### src/rtl/seg_scan_mux.sv
// Two-digit multiplexed 7-segment scanner with blanking gaps between digits
// and frame-synchronous double-buffered digit updates.
module seg_scan_mux #(
    parameter int unsigned DIV = 1000,
    parameter int unsigned BLK = 16
) (
    input  logic       clk,
    input  logic       rst,
    input  logic       en,
    input  logic [6:0] seg1,
    input  logic [6:0] seg2,
    input  logic       upd,
    output logic [6:0] seg,
    output logic [1:0] dig,
    output logic       frame,
    output logic       pend
);

    typedef enum logic [1:0] {
        BLANK1,
        SHOW1,
        BLANK2,
        SHOW2
    } state_t;

    localparam logic [15:0] DIV_LAST = 16'(DIV - 1);
    localparam logic [15:0] BLK_LAST = 16'(BLK - 1);

    state_t      state_q, state_d;
    logic [15:0] cnt_q, cnt_d;
    logic [6:0]  act_lsd_q, act_lsd_d;
    logic [6:0]  act_msd_q, act_msd_d;
    logic [6:0]  pnd_lsd_q, pnd_lsd_d;
    logic [6:0]  pnd_msd_q, pnd_msd_d;
    logic        pend_q, pend_d;
    logic [6:0]  seg_q, seg_d;
    logic [1:0]  dig_q, dig_d;
    logic        frame_q, frame_d;
    logic        last;
    logic        wrap;

    always_comb begin
        state_d   = state_q;
        cnt_d     = 16'(cnt_q + 16'd1);
        act_lsd_d = act_lsd_q;
        act_msd_d = act_msd_q;
        pnd_lsd_d = pnd_lsd_q;
        pnd_msd_d = pnd_msd_q;
        seg_d     = '0;
        dig_d     = '0;

        if (state_q == BLANK1 || state_q == BLANK2) begin
            last = (cnt_q == BLK_LAST);
        end else begin
            last = (cnt_q == DIV_LAST);
        end

        if (last) begin
            cnt_d = '0;
            unique case (state_q)
                BLANK1:  state_d = SHOW1;
                SHOW1:   state_d = BLANK2;
                BLANK2:  state_d = SHOW2;
                default: state_d = BLANK1;
            endcase
        end

        wrap = last && (state_q == SHOW2);

        // Active digits swap only at the frame wrap, from the pending copy held
        // before this edge; a coincident strobe refills pending and keeps pend set.
        if (wrap && pend_q) begin
            act_lsd_d = pnd_lsd_q;
            act_msd_d = pnd_msd_q;
        end
        if (upd) begin
            pnd_lsd_d = seg1;
            pnd_msd_d = seg2;
        end
        pend_d  = upd || (pend_q && !wrap);
        frame_d = wrap;

        if (en && state_d == SHOW1) begin
            dig_d = 2'b01;
            seg_d = act_lsd_d;
        end else if (en && state_d == SHOW2) begin
            dig_d = 2'b10;
            seg_d = act_msd_d;
        end
    end

    always_ff @(posedge clk) begin
        if (rst) begin
            state_q   <= BLANK1;
            cnt_q     <= '0;
            act_lsd_q <= '0;
            act_msd_q <= '0;
            pnd_lsd_q <= '0;
            pnd_msd_q <= '0;
            pend_q    <= 1'b0;
            seg_q     <= '0;
            dig_q     <= '0;
            frame_q   <= 1'b0;
        end else begin
            state_q   <= state_d;
            cnt_q     <= cnt_d;
            act_lsd_q <= act_lsd_d;
            act_msd_q <= act_msd_d;
            pnd_lsd_q <= pnd_lsd_d;
            pnd_msd_q <= pnd_msd_d;
            pend_q    <= pend_d;
            seg_q     <= seg_d;
            dig_q     <= dig_d;
            frame_q   <= frame_d;
        end
    end

    assign seg   = seg_q;
    assign dig   = dig_q;
    assign frame = frame_q;
    assign pend  = pend_q;

endmodule

### config.mk
export PLATFORM = sky130hd
export DESIGN_NAME = seg_scan_mux
export DESIGN_NICKNAME = d
export VERILOG_FILES = /design/src/rtl/seg_scan_mux.sv
export SDC_FILE = /design/constraint.sdc
export NUM_CORES = 1
export LEC_CHECK = 0
export ABC_CLOCK_PERIOD_IN_PS = 3070
export CAP_MARGIN = 30
export CORE_ASPECT_RATIO = 0.75
export CORE_UTILIZATION = 54
export DETAILED_ROUTE_END_ITERATION = 7
export PLACE_DENSITY_LB_ADDON = 0.15
export RECOVER_POWER = 25
export SYNTH_ARGS = -nofsm -noshare
export SYNTH_HDL_FRONTEND = slang
export SYNTH_SLANG_ARGS = --single-unit
export TNS_END_PERCENT = 20
### constraint.sdc
create_clock -name clk -period 3.07 [get_ports clk]
set_input_delay 0.4605 -clock clk [delete_from_list [all_inputs] [get_ports clk]]
set_output_delay 0.4605 -clock clk [all_outputs]
set_load 0.01 [all_outputs]
# Word level (Yosys, flattened, before mapping)
# Cells that the tools add are included.
[word_totals] ff_bits=57 inputBits=18 out_inout_bits=11 word_cells=39
[op_classes] addsub=1 n_eq_ne=7 muxes=9 reduce_logical=11
[ops] operator="2-to-1 mux 7 bit" count=4
[ops] operator="adder 16 x 1 -> 16 bit, second input constant" count=1
[ops] operator="equality test 16 x 10 -> 1 bit, second input constant" count=1
[ops] operator="equality test 16 x 4 -> 1 bit, second input constant" count=1
[ops] operator="equality test 2 bit, second input constant" count=3
[ops] operator="case mux 2 bit (3 select lines)" count=1
[ops] operator="logical AND 1 bit" count=5
[ops] operator="equality test 2 x 1 -> 1 bit, second input constant" count=2
[ops] operator="2-to-1 mux 2 bit" count=2
[ops] operator="OR reduction 2 bit" count=2
[ops] operator="zero test 2 bit" count=1
[ops] operator="logical OR 1 bit" count=2
[ops] operator="2-to-1 mux 1 bit" count=2
[ops] operator="zero test 1 bit" count=1

# Logic depth before layout (Yosys ltp)
[depth] depth_word=8 depth_mapped=9

# Worst setup path before layout
# No wires, ideal clock.
[synth_timing] kind="flip-flop to flip-flop" start="register cnt_q[9]" end="register seg_q[0] (netlist: seg[0])" setup_time_ps=115 arrival_ps=2372 required_time_ps=2955 setup_slack_ps=583 stages_incl_launch_ff=7 path_buffers=0 path_cell_list="dfxtp_1 > or4_1 > or4_1 > a21oi_1 > mux2i_2 > mux2i_1 > and2_1"
[synth_via] elab_chain_cells=7 elab_cells_between_ends=14
[synth_lines] item="start: declaration" line_no="30" rtl="logic [15:0] cnt_q, cnt_d;"
[synth_lines] item="start signal: assignment" line_no="106" rtl="cnt_q <= cnt_d;"
[synth_lines] item="equality test 16 x 10 -> 1 bit / equality test 16 x 4 -> 1 bit (equally long branches)" line_no="55, 53"
[synth_lines] item="2-to-1 mux 1 bit (*)" line_no="52" rtl="if (state_q == BLANK1 || state_q == BLANK2) begin"
[synth_lines] item="2-to-1 mux 2 bit / logical AND 1 bit (equally long branches)" line_no="58, 68"
[synth_lines] item="equality test 2 bit / logical AND 1 bit (equally long branches)" line_no="86, 72"
[synth_lines] item="logical AND 1 bit / 2-to-1 mux 7 bit (equally long branches)" line_no="86, 72"
[synth_lines] item="2-to-1 mux 7 bit" line_no="86" rtl="end else if (en && state_d == SHOW2) begin"
[synth_lines] item="2-to-1 mux 7 bit (*)" line_no="83" rtl="if (en && state_d == SHOW1) begin"
[synth_lines] item="end signal: assignment" line_no="112" rtl="seg_q <= seg_d;"
[synth_lines] item="end: declaration" line_no="36" rtl="logic [6:0] seg_q, seg_d;"
# Mark *: on every way between the ends. The rest lies on a longest branch, timed or not.
# A chain may end at the register's enable or synchronous reset.

# Worst setup path after layout
[layout_timing] start="register cnt_q[9]" end="register seg_q[5] (netlist: seg[5])"
# The elaborated chain is that of the path after synthesis.

==> metrics.txt <==
status=completed; Mapped Area=0.00222 mm²; max_cap viols=0; mean number of vias per cell=4.96; pwr dens=568 mW/mm²; Critical Path Sink Type=flip-flop; Mapped Avg Cell Area=10.0 µm²; CTS Buf Count=9; gr ovfl total=0; Filler Cells Inserted=295; fmax=0.380 GHz; gp weighted congestion=0.750; CP required=3.35 ns; vias=1,539; post-CTS setup buffers=0; critical path's slowest cell=or4_1; CP startpoint kind=flip-flop; Leak Pwr=0.00127 µW; CP Depth=7; clk_lat worst skew=0.33 ns; drc violations=0; Root Driver=clkbuf_8; Crit. Startpoint=cnt_q[9]$_SDFF_PP0_; cts repair resizes=0; crit path cell chain=or4_1 -> or4_1 -> a21oi_1 -> mux2i_2 -> buf_4 -> mux2i_1 -> and2_1; Seq/Total Area, Yosys=51.3%; worst-case reg-to-reg path depth=7; Initial DRT Pass Iterations=4; htree depth=3; IO buf count=28; Cells after Synth=222; Buf/Inv on CP=1; Antenna Cells=0; final setup vio count=0; Worst Skew=0.00530 ns; Hold Path Origin=cnt_q[0]$_SDFF_PP0_; initial DRC count=65; Yosys Warn Count=0; pin count of the biggest net entering global routing=33; crit path time final=2.63 ns; CTS Sinks=57; CTS tree=yes; Layout Cells excl Fill=310; VDD IR-drop max=0.445 mV; Hold Slack=0.454 ns; setup TNS=0 ns; Area Overhead vs Synth=23.1%; first-pass GRT wire length=6.78 mm; post-synthesis sequential element count=57; Post-CTS Hold Fix Bufs=0; IO Count=29; core area=0.00380 mm²; Die X=76.1 µm; routed len/inst=12.6 µm; Total GRT Usage=20.9%; total wire length=3.91 mm; cell mode on critical path=or4_1; Tightest Pin Transition=0.958 ns; final slew viol count=0; Hold Path Class=flip-flop to flip-flop; CP arrival=2.91 ns; hold-critical path depth=1; share of Yosys cell area claimed by the top area cell type=51.3%; Starting Density=58.5%; top post-synthesis cells by area=dfxtp_1 (51%), mux2i_1 (16%), nor2_1 (8.4%); r2r startpoint=cnt_q[9]$_SDFF_PP0_; family with the most delay on the worst path=simple AND/OR/NAND/NOR gates; vias in the first global route=1,453; Post-Syn Nets=245; RSZ-0062 raised after global routing=no; initial antenna violation count=0; DRT antenna net count=0; Unique masters post-synth=29; nets@finish=276; CTS max path bufs=2; clock transition at the registers of the reported paths=0.06 ns; Worst path max stage delay=0.52 ns; Final Hold Vio Count=0; share of layout cells above drive strength 1=8.53%; crit path kind=flip-flop to flip-flop; largest fanout on the critical path=6; Tcrit/Tclk final=85.7%; Rows=19; area leader, netlist=dfxtp_1; die footprint=0.00438 mm²; Cell Count Post-Placement=294; slew margin rel.=36.0%; DP Wirelength=2.59 mm; Die Ht=57.6 µm
-- state kept, by name, indices dropped and copies added, names as in the netlist --
name,cells
act_lsd_q,7
act_msd_q,7
state_q,2
cnt_q,16
frame,1
pnd_msd_q,7
dig,2
seg,7
pend,1
pnd_lsd_q,7
-- worst reg2reg max path: stages (launching register included) --
cell	delay, ns
dfxtp_1	0.34
or4_1	0.52
or4_1	0.44
a21oi_1	0.30
mux2i_2	0.42
buf_4	0.24
mux2i_1	0.20
and2_1	0.13
-- worst paths after layout --
check                                           end  slack, ns
worst min-delay path            cnt_q[0]$_SDFF_PP0_       0.45
worst max register to register    seg[5]$_SDFF_PP0_       0.44
worst max-delay path              seg[5]$_SDFF_PP0_       0.44
worst min register to register  cnt_q[0]$_SDFF_PP0_       0.45
-- area by class of cell --
cell class / instances / area, µm² / area share, %
clock buffers: 12 / 165 / 6.04
clock inverters: 4 / 50.0 / 1.83
inverters: 4 / 15.0 / 0.549
multi-input cells: 151 / 1000 / 36.7
flip-flops and latches: 57 / 1140 / 41.7
well taps: 52 / 65.1 / 2.38
repair buffers: 30 / 295 / 10.8
-- Yosys cell counts, drive strengths merged --
| cell | n |
|---|---|
| a21oi | 2 |
| nor2b | 1 |
| buf | 3 |
| nand2 | 10 |
| ha | 5 |
| clkbuf | 7 |
| or4 | 4 |
| and3 | 5 |
| xnor2 | 5 |
| inv | 4 |
| nand4 | 2 |
| mux2i | 36 |
| a221oi | 1 |
| and2 | 9 |
| o21bai | 1 |
| nor3 | 1 |
| dfxtp | 57 |
| xor2 | 9 |
| a211o | 1 |
| nand3 | 6 |
| or2 | 1 |
| nor2 | 50 |
| o41ai | 1 |
| nor4 | 1 |
-- stage by stage --
step	util [%]	instance area (µm²)	total power, µW	worst slack (ns)
floorplan	-	2220	813	0.583
global placement	66.3	2520	844	0.427
detailed placement	66.3	2520	845	0.440
CTS	71.9	2740	1570	0.420
global route	71.9	2740	1620	0.309
finish	71.9	2740	1560	0.440
-- routing by layer --
metal / track usage (%) / wire [µm]
met1: 27.8 / 2010
met2: 29.4 / 1630
met3: 9.92 / 236
met4: 8.24 / 33
met5: 0 / 0
-- layout by cell type, fill, tap and decap left out, types with 3 or more instances in the layout --
master            n
dfxtp_1          57
nor2_1           50
mux2i_1          35
clkdlybuf4s50_1  17
clkbuf_8         12
dlygate4sd3_1    11
nand2_1          10
and2_1            9
xor2_1            9
nand3_1           6
xnor2_1           5
ha_1              5
inv_1             4
and3_1            4
or4_1             3
-- power breakdown --
| group | switching [µW] | leakage, µW | total [µW] | internal [µW] |
|---|---|---|---|---|
| combinational | 27.9 | 0.000703 | 64.4 | 36.5 |
| clock | 288 | 0.000105 | 727 | 439 |
| sequential | 9.12 | 0.000463 | 764 | 755 |
-- logic make-up (layout without fill, tap and decap cells) --
family | after synthesis | after routing | share of synthesized area (%)
xor gates and xnor gates | 14 | 14 | 5.52
AOI/OAI and AO/OA | 6 | 6 | 1.97
muxes | 36 | 36 | 16.4
adders and majority gates | 5 | 5 | 2.81
DFF | 57 | 57 | 51.3
buffers and inverters | 14 | 50 | 3.49
and+or+nand+nor | 90 | 90 | 18.5
(Power assumes the default switching activity.)
